## config.mk

```make
export PLATFORM = sky130hd
export DESIGN_NAME = parking_occupancy_counter_flat
export DESIGN_NICKNAME = d
export VERILOG_FILES = /design/src/rtl/parking_pkg.sv /design/src/rtl/parking_occupancy_counter_if.sv /design/src/rtl/bcd_digit_updown.sv /design/src/rtl/parking_occupancy_counter.sv /design/src/flat_wrapper.sv
export SDC_FILE = /design/constraint.sdc
export NUM_CORES = 1
export LEC_CHECK = 0
export BUFFER_PORTS_ARGS = -buffer_cell sky130_fd_sc_hd__buf_4
export CAP_MARGIN = 30
export CORE_MARGIN = 10
export CORE_UTILIZATION = 64
export CTS_BUF_LIST = sky130_fd_sc_hd__clkbuf_2
export DETAILED_ROUTE_END_ITERATION = 7
export GPL_TIMING_DRIVEN = 0
export PLACE_DENSITY = 0.87
export SYNTH_ARGS = -nofsm -noshare
export SYNTH_HDL_FRONTEND = slang
export SYNTH_SLANG_ARGS = --single-unit
```

## constraint.sdc

```tcl
create_clock -name clk -period 5.3 [get_ports clk]
set_input_delay 1.06 -clock clk [delete_from_list [all_inputs] [get_ports clk]]
set_output_delay 1.06 -clock clk [all_outputs]
set_load 0.01 [all_outputs]
```

## src/rtl/parking_pkg.sv

```systemverilog
// Shared constants and helpers for the parking occupancy path.
// Used by the counter, the display mux and the gate controller.
package parking_pkg;

  localparam int BCD_DIGITS   = 4;
  localparam int BCD_W        = 4 * BCD_DIGITS;
  localparam int CAPACITY_DEF = 150;
  localparam int DEBOUNCE_DEF = 4;

  function automatic logic [BCD_W-1:0] to_bcd(input int v);
    logic [BCD_W-1:0] r;
    int               t;
    r = '0;
    t = v;
    for (int i = 0; i < BCD_DIGITS; i++) begin
      r[4*i +: 4] = 4'(t % 10);
      t = t / 10;
    end
    return r;
  endfunction

endpackage

```

## src/rtl/parking_occupancy_counter_if.sv

```systemverilog
// Sensor/control inputs and count/status outputs of the occupancy counter.
// master drives the sensors, slave is the counter.
interface parking_occupancy_counter_if;
  import parking_pkg::*;

  logic             enter_sensor;
  logic             exit_sensor;
  logic             clear;
  logic [BCD_W-1:0] bcd_out;
  logic             full;
  logic             empty;
  logic             entry_grant;
  logic             entry_reject;
  logic             exit_grant;
  logic             exit_reject;

  modport master (
    output enter_sensor, exit_sensor, clear,
    input  bcd_out, full, empty,
    input  entry_grant, entry_reject,
    input  exit_grant, exit_reject
  );

  modport slave (
    input  enter_sensor, exit_sensor, clear,
    output bcd_out, full, empty,
    output entry_grant, entry_reject,
    output exit_grant, exit_reject
  );

endinterface

```

## src/rtl/bcd_digit_updown.sv

```systemverilog
// One BCD digit with increment/decrement and carry/borrow ripple.
// cin/bin enable the step; cout/bout pass the wrap to the next digit.
module bcd_digit_updown (
  input  logic [3:0] d,
  input  logic       inc,
  input  logic       dec,
  input  logic       cin,
  input  logic       bin,
  output logic [3:0] q,
  output logic       cout,
  output logic       bout
);

  // next digit value and wrap flags
  always_comb begin
    q    = d;
    cout = 1'b0;
    bout = 1'b0;
    if (inc && cin) begin
      if (d == 4'd9) begin
        q    = 4'd0;
        cout = 1'b1;
      end else begin
        q = d + 4'd1;
      end
    end else if (dec && bin) begin
      if (d == 4'd0) begin
        q    = 4'd9;
        bout = 1'b1;
      end else begin
        q = d - 4'd1;
      end
    end
  end

endmodule

```

## src/rtl/parking_occupancy_counter.sv

```systemverilog
// Occupied-space counter in packed BCD, fed by debounced gate sensors.
// Registers count, full/empty and per-gate grant/reject pulses.
module parking_occupancy_counter
  import parking_pkg::*;
#(
  parameter int CAPACITY = CAPACITY_DEF,
  parameter int DEBOUNCE = DEBOUNCE_DEF
) (
  input  logic                        clk,
  input  logic                        reset,
  parking_occupancy_counter_if.slave  bus
);

  localparam int DB_W = (DEBOUNCE > 1) ? $clog2(DEBOUNCE) : 1;
  localparam logic [DB_W-1:0] DB_LAST = DB_W'(DEBOUNCE - 1);
  localparam logic [BCD_W-1:0] CAP_BCD = to_bcd(CAPACITY);

  // bit 0 = entry gate, bit 1 = exit gate
  logic [1:0]      raw;
  logic [1:0]      s1;
  logic [1:0]      s2;
  logic [1:0]      filt;
  logic [1:0]      filt_d;
  logic [DB_W-1:0] cnt [2];
  logic [1:0]      ev;

  assign raw = {bus.exit_sensor, bus.enter_sensor};
  assign ev  = filt & ~filt_d;

  // synchronise and debounce both sensors
  always_ff @(posedge clk or negedge reset) begin
    if (!reset) begin
      s1     <= '0;
      s2     <= '0;
      filt   <= '0;
      filt_d <= '0;
      for (int i = 0; i < 2; i++) cnt[i] <= '0;
    end else begin
      s1     <= raw;
      s2     <= s1;
      filt_d <= filt;
      for (int i = 0; i < 2; i++) begin
        if (s2[i] == filt[i]) begin
          cnt[i] <= '0;
        end else if (cnt[i] == DB_LAST) begin
          filt[i] <= s2[i];
          cnt[i]  <= '0;
        end else begin
          cnt[i] <= cnt[i] + DB_W'(1);
        end
      end
    end
  end

  logic [BCD_W-1:0] bcd_q;
  logic             full_q;
  logic             empty_q;
  logic             inc_en;
  logic             dec_en;
  logic             eg_n;
  logic             er_n;
  logic             xg_n;
  logic             xr_n;

  // per-cycle decision: which gate is granted and which way to count
  always_comb begin
    inc_en = 1'b0;
    dec_en = 1'b0;
    eg_n   = 1'b0;
    er_n   = 1'b0;
    xg_n   = 1'b0;
    xr_n   = 1'b0;
    if (!bus.clear) begin
      unique case (1'b1)
        ev[0] && ev[1]: begin
          eg_n = 1'b1;
          if (empty_q) begin
            inc_en = 1'b1;
            xr_n   = 1'b1;
          end else begin
            xg_n = 1'b1;
          end
        end
        ev[0] && !ev[1]: begin
          if (full_q) begin
            er_n = 1'b1;
          end else begin
            inc_en = 1'b1;
            eg_n   = 1'b1;
          end
        end
        !ev[0] && ev[1]: begin
          if (empty_q) begin
            xr_n = 1'b1;
          end else begin
            dec_en = 1'b1;
            xg_n   = 1'b1;
          end
        end
        default: ;
      endcase
    end
  end

  logic [BCD_DIGITS:0] cy;
  logic [BCD_DIGITS:0] bw;
  logic [BCD_W-1:0]    bcd_n;
  logic                unused_wrap;

  assign cy[0]       = 1'b1;
  assign bw[0]       = 1'b1;
  assign unused_wrap = cy[BCD_DIGITS] | bw[BCD_DIGITS];

  for (genvar g = 0; g < BCD_DIGITS; g++) begin : g_dig
    bcd_digit_updown u_dig (
      .d    (bcd_q[4*g +: 4]),
      .inc  (inc_en),
      .dec  (dec_en),
      .cin  (cy[g]),
      .bin  (bw[g]),
      .q    (bcd_n[4*g +: 4]),
      .cout (cy[g+1]),
      .bout (bw[g+1])
    );
  end

  // count, flags and pulses; clear wins over any event
  always_ff @(posedge clk or negedge reset) begin
    if (!reset) begin
      bcd_q            <= '0;
      full_q           <= 1'b0;
      empty_q          <= 1'b1;
      bus.entry_grant  <= 1'b0;
      bus.entry_reject <= 1'b0;
      bus.exit_grant   <= 1'b0;
      bus.exit_reject  <= 1'b0;
    end else begin
      bcd_q            <= bus.clear ? '0 : bcd_n;
      full_q           <= !bus.clear && (bcd_n == CAP_BCD);
      empty_q          <= bus.clear || (bcd_n == '0);
      bus.entry_grant  <= eg_n;
      bus.entry_reject <= er_n;
      bus.exit_grant   <= xg_n;
      bus.exit_reject  <= xr_n;
    end
  end

  assign bus.bcd_out = bcd_q;
  assign bus.full    = full_q;
  assign bus.empty   = empty_q;

endmodule

```

## src/flat_wrapper.sv

```systemverilog
// flat-port wrapper written by rule: the top's interface ports become plain ports
module parking_occupancy_counter_flat import parking_pkg::*;
#(
  parameter int CAPACITY = CAPACITY_DEF,
  parameter int DEBOUNCE = DEBOUNCE_DEF
)
  (clk, reset, bus_enter_sensor, bus_exit_sensor, bus_clear, bus_bcd_out, bus_full, bus_empty, bus_entry_grant, bus_entry_reject, bus_exit_grant, bus_exit_reject);
  parking_occupancy_counter_if bus_i ();
  input  logic clk;
  input  logic reset;
  input wire logic [$bits(bus_i.enter_sensor)-1:0] bus_enter_sensor;
  input wire logic [$bits(bus_i.exit_sensor)-1:0] bus_exit_sensor;
  input wire logic [$bits(bus_i.clear)-1:0] bus_clear;
  output wire logic [$bits(bus_i.bcd_out)-1:0] bus_bcd_out;
  output wire logic [$bits(bus_i.full)-1:0] bus_full;
  output wire logic [$bits(bus_i.empty)-1:0] bus_empty;
  output wire logic [$bits(bus_i.entry_grant)-1:0] bus_entry_grant;
  output wire logic [$bits(bus_i.entry_reject)-1:0] bus_entry_reject;
  output wire logic [$bits(bus_i.exit_grant)-1:0] bus_exit_grant;
  output wire logic [$bits(bus_i.exit_reject)-1:0] bus_exit_reject;
  assign bus_i.enter_sensor = bus_enter_sensor;
  assign bus_i.exit_sensor = bus_exit_sensor;
  assign bus_i.clear = bus_clear;
  assign bus_bcd_out = bus_i.bcd_out;
  assign bus_full = bus_i.full;
  assign bus_empty = bus_i.empty;
  assign bus_entry_grant = bus_i.entry_grant;
  assign bus_entry_reject = bus_i.entry_reject;
  assign bus_exit_grant = bus_i.exit_grant;
  assign bus_exit_reject = bus_i.exit_reject;
  parking_occupancy_counter #(.CAPACITY(CAPACITY), .DEBOUNCE(DEBOUNCE)) u_core (.clk(clk), .reset(reset), .bus(bus_i));
endmodule
```

== Word-level counts from Yosys, hierarchy flattened ==
Index checks and enable logic that the tools add are counted.
Storage, ports and cells
  word-level logic and storage cells: 111
  bits in registers: 34
  bits of input ports: 5
  output and inout bits: 22
Operators by class
  mux-type cells: 52
  equal/unequal tests: 9
  bitwise logic cells: 4
  add/sub/neg operators: 10
  reductions and logical operators: 22
Operators with widths (count)
  2-to-1 mux 4 bit: 16
  2-to-1 mux 1 bit: 29
  adder 4 x 1 -> 4 bit, second input constant: 4
  == test 16 x 9 -> 1 bit, second input constant: 1
  == test 4 bit, second input constant: 4
  zero test 16 bit: 1
  zero test 4 bit: 4
  2-to-1 mux 16 bit: 1
  subtractor 4 x 1 -> 4 bit, second input constant: 4
  logical AND 1 bit: 10
  2-to-1 mux 2 bit: 4
  adder 2 x 1 -> 2 bit, second input constant: 2
  == test 2 bit, second input constant: 2
  one-hot mux 1 bit (2 select lines): 2
  AND reduction 2 bit: 2
  zero test 1 bit: 3
  AND 2 bit: 1
  == test 1 bit: 2
  NOT 1 bit: 2
  NOT 2 bit: 1
  OR reduction 2 bit: 1
  logical OR 1 bit: 1

== Depth between registers and ports, before layout ==
Gate-level depths: netlist of the first run.
  depth in word-level cells: 19
  depth in mapped cells: 9
  depth with buffers taken out: 9

== Modules after synthesis ==
A second synthesis of the first run with hierarchy kept.
Second synthesis, totals
  cells, all modules: 198
  area, all modules: 1971.9 um^2
By module, submodules not included
  parking_occupancy_counter: times used 1, area each 1176.1 um^2, cells each 82, seq. area each 852.1 um^2
  bcd_digit_updown: times used 4, area each 198.9 um^2, cells each 29, seq. area each 0.0 um^2

== Worst setup path before layout of the first run ==
No wires, ideal clock.
  kind: input-to-reg
  from: input port bus_clear
  to: register u_core.full_q (netlist: u_core.bus.full)
  library setup time: 0.142 ns
  buffers on the path: 1
  stages on the path: 8
  setup slack: 2.195 ns
  arrival: 2.963 ns
  required time: 5.158 ns
  path through: buf_6 -> or4b_4 -> nor3_1 -> o21ai_0 -> mux4_2 -> and4b_1 -> nand4_1 -> nor4_2
On the way
  cells in the longest elaborated chain, start to end: 14
  elaborated cells between the ends (all ways): 28
  those cells by class: eq/ne (1); mux (19); reduce/logical (8)
Ends and longest elaborated chain
  start, declared: RTL line flat_wrapper.sv:13  | input wire logic [$bits(bus_i.clear)-1:0] bus_clear;
  2-to-1 mux 1 bit: RTL line parking_occupancy_counter.sv:73  | if (!bus.clear) begin
  2-to-1 mux 1 bit: RTL line bcd_digit_updown.sv:26  | end else if (dec && bin) begin
  2-to-1 mux 1 bit: RTL line bcd_digit_updown.sv:19  | if (inc && cin) begin
  logical AND 1 bit: RTL line bcd_digit_updown.sv:26
  2-to-1 mux 1 bit: RTL line bcd_digit_updown.sv:26
  2-to-1 mux 1 bit: RTL line bcd_digit_updown.sv:19
  logical AND 1 bit: RTL line bcd_digit_updown.sv:26
  2-to-1 mux 1 bit: RTL line bcd_digit_updown.sv:26
  2-to-1 mux 1 bit: RTL line bcd_digit_updown.sv:19
  logical AND 1 bit: RTL line bcd_digit_updown.sv:26
  2-to-1 mux 4 bit: RTL line bcd_digit_updown.sv:26
  2-to-1 mux 4 bit: RTL line bcd_digit_updown.sv:19
  == test 16 x 9 -> 1 bit: RTL line parking_occupancy_counter.sv:139  | full_q <= !bus.clear && (bcd_n == CAP_BCD);
  logical AND 1 bit *: RTL line parking_occupancy_counter.sv:139
  end signal, assigned: RTL line parking_occupancy_counter.sv:139
  end, declared: RTL line parking_occupancy_counter.sv:56  | logic full_q;
Mark *: on every way between the ends. The rest lies on a longest branch, timed or not.
A chain may end at the register's enable or synchronous reset.

== Final worst setup path of the first run ==
Ends and elaborated chain as after synthesis.

==> results.sh, run 1 <==
export IMPL_routedWlPerCell_um=16.0
export IMPL_crit_path_cell_trace="buf_4, buf_6, or4b_4, nor3_1, o21ai_0, mux4_2, and4b_1, nand4_1, nor4_2"
export IMPL_synth_nets=227
export IMPL_cts_tree="built"
export IMPL_total_power_mw=0.901
export IMPL_synth_edf_count=0
export IMPL_cp_required_ns=5.58
export IMPL_synth_area_um2=2070
export IMPL_fmax_ghz=0.314
export IMPL_grt_use_met2_pct=26.7
export IMPL_seq_area_frac_synth_pct=41.2
export IMPL_ys_async_sr_fraction_pct=100
export IMPL_io_pins=27
export IMPL_mostFrequentLayoutCells="dfrtp_1 (33), buf_4 (26), nor2_1 (25)"
export IMPL_postPlaceCellArea_um2=2320
export IMPL_final_cells=294
export IMPL_grt_use_total_pct=16.1
export IMPL_clk_latency_ns=0.40
export IMPL_crit_buf_inv=2
export IMPL_clk_pin_slew_ns=0.17
export IMPL_die_w_um=76.9
export IMPL_cts_buffer_depth=2
export IMPL_finalInstanceArea_um2=2390
export IMPL_critPathMaxFanout=10
export IMPL_antenna_left=0
export IMPL_route_detailed_drc=0
export IMPL_ys_ff_latch=34
export IMPL_rsz0062_at_grt="no"
export IMPL_ctsHoldBuffers=0
export IMPL_detailed_place_hpwl_um=3470
export IMPL_grt_first_pass_wirelength_um=8140
export IMPL_slew_violations=0
export IMPL_dieArea_um2=5910
export IMPL_start_util_pct=67.2
export IMPL_syn_area_per_cell_um2=9.58
export IMPL_synth_top_area_share_pct=39.9
export IMPL_finalHoldViolCount=0
export IMPL_antenna_found_initial=0
export IMPL_yosys_area_top_type="dfrtp_1"
export IMPL_ys_types=58
export IMPL_cts_buffers=5
export IMPL_crit_type="primary input to register"
export IMPL_startpoint_type="primary input"
export IMPL_hp_class="register to register"
export IMPL_yosys_warnings=0
export IMPL_gp_congestion=0.873
export IMPL_n_antenna_cell=0
export IMPL_cts_sinks=34
export IMPL_syn2layout_area_growth_pct=15.5
export IMPL_mostFrequentLayoutCell="dfrtp_1"
export IMPL_cts_setup_buffers=0
export IMPL_min_period_over_period_pct=60.2
export IMPL_routed_via_density=6.09
export IMPL_nets=260
export IMPL_finClkSkew_ns=0.0172
export IMPL_io_buffers=26
export IMPL_ir_drop_v=0.000285
export IMPL_core_region_area_um2=3080
export IMPL_wl_um=4710
export IMPL_yosys_top_cells_area="dfrtp_1 (40%), nor2_1 (4.5%), ha_1 (3.6%)"
export IMPL_rows=20
export IMPL_critPathCaptureType="register"
export IMPL_p_leak_nw=1.05
export IMPL_finalSetupTns_ns=0
export IMPL_dr_pass1_iters=5
export IMPL_drive_gt1_share_pct=22.0
export IMPL_grt_pass1_vias=1797
export IMPL_htree_levels=2
export IMPL_busiest_layer="met2"
export IMPL_netlist_instances=216
export IMPL_min_period_ns=3.19
export IMPL_drtIter0Drc=119
export IMPL_synth_top_flop_cell="dfrtp_1"
export IMPL_crit_family="simple AND/OR/NAND/NOR gates"
export IMPL_crit_path_top_delay_cell="or4b_4"
export IMPL_die_height_um=76.9
export IMPL_status="completed"
export IMPL_slowest_delay_ns=0.52
export IMPL_met1_usage_pct=19.5
export IMPL_grt_ovfl_total=0
export IMPL_cts_root_buffer="clkbuf_2"
export IMPL_slew_headroom_pct=59.6
export IMPL_cp_data_arrival_time_ns=3.47
export IMPL_max_slew_worst_pin_slew_ns=0.604
export IMPL_vias=1791
export IMPL_grtUsageMet3_pct=5.13
export IMPL_grt_max_degree=35
export IMPL_post_cts_resized=0
export IMPL_dp_cells=286
export IMPL_p_per_area_nw_per_um2=377
export IMPL_maxCapViolCount=0
export IMPL_setup_violations=0
## state kept, by name, indices dropped and copies added, names as in the netlist
| register | count |
|---|---|
| u_core.bus.exit_grant | 1 |
| u_core.bus.entry_grant | 1 |
| u_core.bus.entry_reject | 1 |
| u_core.cnt | 4 |
| u_core.filt_d | 2 |
| u_core.bus.empty | 1 |
| u_core.filt | 2 |
| u_core.bus.exit_reject | 1 |
| u_core.bus.full | 1 |
| u_core.bus.bcd_out | 16 |
| u_core.s1 | 2 |
| u_core.s2 | 2 |
## cells by family (layout without fill, tap and decap cells)
| group | Yosys count | count (layout) | share of synthesized area (%) |
|---|---|---|---|
| xor gates and xnor gates | 8 | 8 | 3.39 |
| muxes | 7 | 7 | 4.29 |
| AOI/OAI and AO/OA | 45 | 45 | 16.6 |
| DFF | 34 | 34 | 41.2 |
| buffers and inverters | 22 | 56 | 4.72 |
| adders and majority gates | 6 | 6 | 3.63 |
| and+or+nand+nor | 94 | 94 | 26.2 |
## worst paths after layout
check                                                start  slack [ns]                               to  cells past startpoint
hold reg to reg                     u_core.s1[1]$_DFF_PN0_        0.37           u_core.s2[1]$_DFF_PN0_                      0
hold / removal                      u_core.s1[1]$_DFF_PN0_        0.37           u_core.s2[1]$_DFF_PN0_                      0
setup reg to reg           u_core.bus.bcd_out[0]$_DFF_PN0_        2.31        u_core.bus.full$_DFF_PN0_                      9
setup / recovery                                 bus_clear        2.11        u_core.bus.full$_DFF_PN0_                      9
min in group asynchronous                            reset        0.56  u_core.bus.bcd_out[9]$_DFF_PN0_                      1
max in group asynchronous                            reset        4.40       u_core.bus.empty$_DFF_PN1_                      1
## power by group
group          total (mW)  internal [mW]  switching [mW]
clock               0.171         0.0793          0.0917
combinational       0.373          0.156           0.216
sequential          0.358          0.311          0.0466
total               0.901          0.547           0.355
## metal layers
metal	wire [um]	vias to the layer above
met3	352	7
met2	2230	70
met5	0	-
met1	2050	846
li1	-	868
met4	71	0
## per-stage QoR
step	setup slack, ns	hold WS, ns	utilization [%]
2_1_floorplan	2.19	0.331	-
5_1_grt	1.99	0.393	77.6
6_report	2.11	0.372	77.6
3_3_place_gp	1.77	0.334	75.4
4_1_cts	2.12	0.378	77.6
3_5_place_dp	1.68	0.338	75.4
## synthesized netlist by cell type, drive strengths merged (2+ instances only)
| library cell | n |
|---|---|
| inv | 11 |
| a21oi | 4 |
| or3b | 2 |
| and4b | 2 |
| nor3 | 12 |
| nor2 | 25 |
| nor4 | 3 |
| and3 | 3 |
| o21ai | 9 |
| clkbuf | 8 |
| o32ai | 3 |
| nand2b | 3 |
| nand3 | 4 |
| xnor2 | 7 |
| buf | 2 |
| o311ai | 2 |
| o31ai | 2 |
| mux2 | 5 |
| dfrtp | 33 |
| nand2 | 16 |
| a211oi | 4 |
| ha | 6 |
| and2 | 3 |
| a311oi | 2 |
| nand4 | 7 |
| nor2b | 7 |
| a31oi | 6 |
## area by class of cell
type,instances,area (um2)
fillers,238,688
multi-input cells,160,1120
flip-flops and latches,34,852
well taps,44,55.1
clock buffers,5,25.0
clock inverters,3,45.0
inverters,12,50.0
plain buffers,10,47.5
repair buffers,26,195
## worst register-to-register path, delay by kind of cell (launching register included)
family / cells / cell delay [ns]
AO/OA/AOI/OAI: 1 / 0.17
buffers and inverters: 1 / 0.13
multiplexers: 1 / 0.52
AND/OR/NAND/NOR: 5 / 1.40
adder cells (fa/ha/maj): 1 / 0.15
flip-flops: 1 / 0.52
(Power assumes the default switching activity.)
==> run 2, diff against run 1 <==
--- a/config.mk
+++ b/config.mk
@@ -8,11 +8,11 @@
 export BUFFER_PORTS_ARGS = -buffer_cell sky130_fd_sc_hd__buf_4
 export CAP_MARGIN = 30
 export CORE_MARGIN = 10
-export CORE_UTILIZATION = 64
+export CORE_UTILIZATION = 54
 export CTS_BUF_LIST = sky130_fd_sc_hd__clkbuf_2
 export DETAILED_ROUTE_END_ITERATION = 7
 export GPL_TIMING_DRIVEN = 0
-export PLACE_DENSITY = 0.87
+export PLACE_DENSITY = 0.78
 export SYNTH_ARGS = -nofsm -noshare
 export SYNTH_HDL_FRONTEND = slang
 export SYNTH_SLANG_ARGS = --single-unit
==> constraint.sdc (replaced) <==
create_clock -name clk -period 2.9 [get_ports clk]
set_input_delay 0.58 -clock clk [delete_from_list [all_inputs] [get_ports clk]]
set_output_delay 0.58 -clock clk [all_outputs]
set_load 0.01 [all_outputs]
==> run 2 against run 1 <==
Via count up 6.6%. Hold slack worse by 0.29 ns. Power grew 100%. Register-to-register slack worse by 2.2 ns. Critical path type is now register to register. Largest cell class unchanged. Highest routed layer unchanged.
==> results.sh, run 2 (synthesis gave the netlist of run 1 again) <==
export IMPL_htree_levels=2
export IMPL_drive_gt1_share_pct=27.4
export IMPL_r2r_end="u_core.bus.full$_DFF_PN0_"
export IMPL_rows=22
export IMPL_largest_reg_flops=16
export IMPL_grt_pass1_vias=1739
export IMPL_startpoint_type="register"
export IMPL_cp_required_ns=3.18
export IMPL_grt_use_total_pct=15.6
export IMPL_vias=1909
export IMPL_nets=269
export IMPL_ctsHoldBuffers=0
export IMPL_slew_headroom_pct=61.3
export IMPL_routed_via_density=6.22
export IMPL_slowest_delay_ns=0.51
export IMPL_cts_buffers=5
export IMPL_io_pins=27
export IMPL_dr_pass1_iters=4
export IMPL_crit_path_top_delay_cell="or3b_2"
export IMPL_routedWlPerCell_um=16.6
export IMPL_fmax_ghz=0.362
export IMPL_dieArea_um2=6710
export IMPL_critPathCaptureType="register"
export IMPL_cts_buffer_depth=2
export IMPL_grt_max_degree=35
export IMPL_r2r_cells=9
export IMPL_clk_pin_slew_ns=0.20
export IMPL_cts_tree="built"
export IMPL_fill_cells=298
export IMPL_crit_path_cell_trace="inv_1, ha_1, or3b_2, nor3_2, o21ai_0, mux4_2, and4b_1, nand4_1, nor4_2"
export IMPL_min_period_ns=2.76
export IMPL_rsz0062_at_grt="yes"
export IMPL_ir_drop_v=0.000391
export IMPL_antenna_left=0
export IMPL_r2r_start="u_core.bus.bcd_out[1]$_DFF_PN0_"
export IMPL_critPathMaxFanout=6
export IMPL_detailed_place_hpwl_um=3510
export IMPL_die_w_um=81.9
export IMPL_clk_latency_ns=0.40
export IMPL_max_slew_worst_pin_slew_ns=0.574
export IMPL_finalHoldViolCount=0
export IMPL_p_per_area_nw_per_um2=727
export IMPL_route_detailed_drc=0
export IMPL_finClkSkew_ns=0.00705
export IMPL_die_height_um=81.9
export IMPL_setup_violations=0
export IMPL_io_buffers=26
export IMPL_slew_violations=0
export IMPL_cts_sinks=34
export IMPL_cts_root_buffer="clkbuf_2"
export IMPL_holdWs_ns=0.0811
export IMPL_fin_util_pct=68.9
export IMPL_grt_ovfl_total=0
export IMPL_status="completed"
export IMPL_n_antenna_cell=0
export IMPL_grt_first_pass_wirelength_um=8340
export IMPL_core_region_area_um2=3690
export IMPL_maxCapViolCount=0
export IMPL_cp_data_arrival_time_ns=3.05
export IMPL_crit_type="register to register"
export IMPL_drtIter0Drc=112
export IMPL_start_util_pct=56.1
export IMPL_gp_congestion=0.884
export IMPL_antenna_found_initial=0
export IMPL_syn2layout_area_growth_pct=22.9
export IMPL_hp_class="primary input to asynchronous set/reset pin"
export IMPL_finalSetupTns_ns=0
export IMPL_mostFrequentLayoutCells="buf_4 (35), dfrtp_1 (31), nor2_1 (24)"
export IMPL_wl_um=5090
export IMPL_worst_r2r_setup_slack_ns=0.14
export IMPL_min_period_over_period_pct=95.3
export IMPL_mostFrequentLayoutCell="buf_4"
export IMPL_p_leak_nw=1.12
## run 2: critical path, delay by kind of cell, from the launching register on
family | cells | cell delay, ns
and+or+nand+nor | 5 | 1.22
muxes | 1 | 0.50
buffers and inverters | 1 | 0.12
adders and majority gates | 1 | 0.18
AOI/OAI and AO/OA | 1 | 0.15
DFF | 1 | 0.48
## run 2: through the flow
stage | std cells | power [mW] | area, um2 | setup slack (ns)
3_3_place_gp | 290 | 1.31 | 2320 | -0.152
5_1_grt | 307 | 1.96 | 2540 | -0.0167
3_5_place_dp | 290 | 1.33 | 2320 | -0.182
4_1_cts | 298 | 1.75 | 2420 | 0.00304
2_1_floorplan | 216 | 1.13 | 2070 | 0.275
6_report | 307 | 1.85 | 2540 | 0.136
## run 2: area by class of cell
type / count / area [um2] / share of cell area (%)
Clock inverter: 3 / 68.8 / 2.71
Tap cell: 48 / 60.1 / 2.36
Inverter: 12 / 50.0 / 1.97
Buffer: 10 / 47.5 / 1.87
Multi-Input combinational cell: 160 / 1170 / 46.2
Timing Repair Buffer: 35 / 263 / 10.3
Sequential cell: 34 / 855 / 33.6
Clock buffer: 5 / 25.0 / 0.984
## run 2: worst max path at each step
stage | startpoint | end | slack [ns] | cells after the start
after detailed placement | bus_clear | u_core.bus.full$_DFF_PN0_ | -0.18 | 9
after CTS | u_core.bus.bcd_out[1]$_DFF_PN0_ | u_core.bus.full$_DFF_PN0_ | 0.003 | 9
after global placement | bus_clear | u_core.bus.full$_DFF_PN0_ | -0.15 | 9
final | u_core.bus.bcd_out[1]$_DFF_PN0_ | u_core.bus.full$_DFF_PN0_ | 0.14 | 9
after floorplan | bus_clear | u_core.bus.full$_DFF_PN0_ | 0.27 | 8
after global routing | u_core.bus.bcd_out[1]$_DFF_PN0_ | u_core.bus.empty$_DFF_PN1_ | -0.02 | 9
## run 2: timing repair
action,CTS,global route
endpoints found under the setup margin,1,2
resized for setup,1,11
pin swaps,0,9
setup buffers,0,9
cloned,0,0
## run 2: power breakdown
| part | leakage (nW) | internal (mW) | switching (mW) |
|---|---|---|---|
| clock | 0.0532 | 0.234 | 0.182 |
| sequential | 0.444 | 0.570 | 0.0768 |
| combinational | 0.625 | 0.350 | 0.434 |
| total | 1.12 | 1.15 | 0.693 |
## run 2: per-layer routing
metal	global-route usage [%]	up-vias	routed length, um
li1	-	878	-
met1	20.6	950	2190
met2	24.0	73	2450
met3	4.91	8	388
met4	4.76	0	68
met5	0	-	0
==> run 3, diff against run 2 <==
--- a/config.mk
+++ b/config.mk
@@ -11,7 +11,6 @@
 export CORE_UTILIZATION = 54
 export CTS_BUF_LIST = sky130_fd_sc_hd__clkbuf_2
 export DETAILED_ROUTE_END_ITERATION = 7
-export GPL_TIMING_DRIVEN = 0
 export PLACE_DENSITY = 0.78
 export SYNTH_ARGS = -nofsm -noshare
 export SYNTH_HDL_FRONTEND = slang
==> constraint.sdc (replaced) <==
create_clock -name clk -period 2.3 [get_ports clk]
set_input_delay 0.46 -clock clk [delete_from_list [all_inputs] [get_ports clk]]
set_output_delay 0.46 -clock clk [all_outputs]
set_load 0.01 [all_outputs]
==> run 3 against run 2 <==
Non-clock buffer count up 41. The run now ends with negative setup slack left. Routed wire length rose by 18%. First-iteration DRC count up 76%. Largest power group unchanged. Combinational power increased by 62%. Hold slack lost 0.065 ns.
==> results.sh, run 3 (synthesis gave the netlist of run 1 again) <==
export IMPL_io_buffers=26
export IMPL_antenna_left=0
export IMPL_antenna_found_initial=0
export IMPL_r2r_cells=8
export IMPL_r2r_end="u_core.bus.full$_DFF_PN0_"
export IMPL_final_cells=348
export IMPL_die_height_um=81.9
export IMPL_cp_startpoint="u_core.bus.empty$_DFF_PN1_"
export IMPL_wl_um=6020
export IMPL_p_leak_nw=1.32
export IMPL_ctsHoldBuffers=0
export IMPL_hp_class="primary input to asynchronous set/reset pin"
export IMPL_cp_data_arrival_time_ns=2.83
export IMPL_max_slew_worst_pin_slew_ns=0.595
export IMPL_cts_tree="built"
export IMPL_maxCapViolCount=0
export IMPL_worst_r2r_setup_slack_ns=-0.25
export IMPL_mostFrequentLayoutCells="buf_4 (86), dfrtp_1 (33), nor2_1 (24)"
export IMPL_p_per_area_nw_per_um2=825
export IMPL_setup_violations=2
export IMPL_crit_type="register to register"
export IMPL_io_pins=27
export IMPL_grt_first_pass_wirelength_um=9050
export IMPL_drtIter0Drc=197
export IMPL_nets=310
export IMPL_fill_cells=254
export IMPL_syn2layout_area_growth_pct=38.1
export IMPL_grt_ovfl_total=0
export IMPL_rsz0062_at_grt="yes"
export IMPL_largest_reg_flops=16
export IMPL_ir_drop_v=0.000452
export IMPL_vias=2094
export IMPL_finClkSkew_ns=0.00737
export IMPL_critPathMaxFanout=6
export IMPL_routed_via_density=6.02
export IMPL_cpMostUsedCell="nand4_1"
export IMPL_cts_sinks=34
export IMPL_fmax_ghz=0.392
export IMPL_grt_max_degree=35
export IMPL_startpoint_type="register"
export IMPL_cts_buffer_depth=2
export IMPL_start_util_pct=56.1
export IMPL_mostFrequentLayoutCell="buf_4"
export IMPL_crit_buf_inv=1
export IMPL_slew_headroom_pct=59.8
export IMPL_htree_levels=2
export IMPL_dieArea_um2=6710
export IMPL_critPathCaptureType="register"
export IMPL_min_period_over_period_pct=111
export IMPL_grt_pass1_vias=1968
export IMPL_violations="negative setup slack"
export IMPL_finalHoldViolCount=0
export IMPL_crit_family="simple AND/OR/NAND/NOR gates"
export IMPL_slowest_delay_ns=0.54
export IMPL_route_detailed_drc=0
export IMPL_finalSetupTns_ns=-0.463
export IMPL_crit_path_cell_trace="or4b_4, clkinv_4, nand4_1, nor2_1, a311oi_1, a2111oi_2, nand4_1, nor4_2"
export IMPL_slew_violations=0
export IMPL_r2r_start="u_core.bus.empty$_DFF_PN1_"
export IMPL_dp_cells=333
export IMPL_crit_path_top_delay_cell="or4b_4"
export IMPL_die_w_um=81.9
export IMPL_clk_pin_slew_ns=0.19
export IMPL_status="finished with violations"
export IMPL_worstSetupEndpoint="u_core.bus.full$_DFF_PN0_"
export IMPL_rows=22
export IMPL_routedWlPerCell_um=17.3
export IMPL_grt_use_total_pct=16.8
export IMPL_detailed_place_hpwl_um=4160
export IMPL_clk_latency_ns=0.35
export IMPL_cts_buffers=5
export IMPL_cts_root_buffer="clkbuf_2"
export IMPL_path_depth=8
export IMPL_min_period_ns=2.55
export IMPL_cp_required_ns=2.58
export IMPL_dr_pass1_iters=5
export IMPL_gp_congestion=0.879
export IMPL_drive_gt1_share_pct=41.3
export IMPL_core_region_area_um2=3690
export IMPL_fin_ws_ns=-0.253
export IMPL_n_antenna_cell=0
==> run 3: cell count changes in the layout (fill, tap and decap cells not counted), sizes merged <==
cell      previous run  this run
buf                 37        86
clkbuf              13         5
bufinv               2         0
clkinv               2         3
clkinvlp             0         1
==> run 3: final cells by class <==
type                            count  area (um2)  share of cell area [%]
Clock buffer                        5        25.0                   0.876
Timing Repair Buffer               86         646                    22.6
Inverter                           12        50.0                    1.75
Clock inverter                      3        16.3                   0.569
Tap cell                           48        60.1                    2.10
Sequential cell                    34         852                    29.8
Multi-Input combinational cell    160        1210                    42.3
==> run 3: how the worst min path moves through the flow <==
stage	to	slack [ns]	cells after the start	startpoint
global route	u_core.filt_d[1]$_DFF_PN0_	0.02	1	reset
detailed placement	u_core.s2[0]$_DFF_PN0_	0.34	0	u_core.s1[0]$_DFF_PN0_
finish	u_core.filt_d[1]$_DFF_PN0_	0.02	1	reset
floorplan	u_core.bus.bcd_out[0]$_DFF_PN0_	0.16	0	reset
global placement	u_core.s2[0]$_DFF_PN0_	0.33	0	u_core.s1[0]$_DFF_PN0_
CTS	u_core.filt[0]$_DFFE_PN0P_	0.007	1	reset
==> run 3: what timing repair did <==
item	CTS	global route
endpoints found under the setup margin	6	9
resized for setup	6	12
gates cloned	0	0
setup buffers	5	4
pin swaps	9	7
==> run 3: stage by stage <==
| step | util (%) | setup slack [ns] | power, mW | hold slack [ns] | area (um2) |
|---|---|---|---|---|---|
| after floorplan | - | -0.146 | 1.44 | 0.164 | 2090 |
| after global placement | 72.9 | -0.362 | 1.87 | 0.332 | 2690 |
| after detailed placement | 72.9 | -0.402 | 1.91 | 0.340 | 2690 |
| after CTS | 75.7 | -0.234 | 2.27 | 0.00660 | 2790 |
| after global routing | 77.5 | -0.369 | 2.49 | 0.0166 | 2860 |
| final | 77.5 | -0.253 | 2.36 | 0.0163 | 2860 |
==> run 3: worst register-to-register path: stages, from the launching register on <==
cell,delay (ns)
dfstp_2,0.42
or4b_4,0.54
clkinv_4,0.10
nand4_1,0.15
nor2_1,0.23
a311oi_1,0.13
a2111oi_2,0.37
nand4_1,0.22
nor4_2,0.32
==> run 3: power by group <==
part / total [mW] / switching (mW) / internal, mW / leakage [nW]
sequential: 0.806 / 0.0894 / 0.717 / 0.448
combinational: 1.27 / 0.638 / 0.632 / 0.844
clock: 0.280 / 0.210 / 0.0696 / 0.0264
==> run 3: layer usage <==
metal,track usage [%],part of all wire (%),vias up
li1,-,-,959
met5,0,0,-
met2,28.5,50,117
met4,4.25,0.76,0
met1,21.2,41,1011
met3,3.82,8.3,7
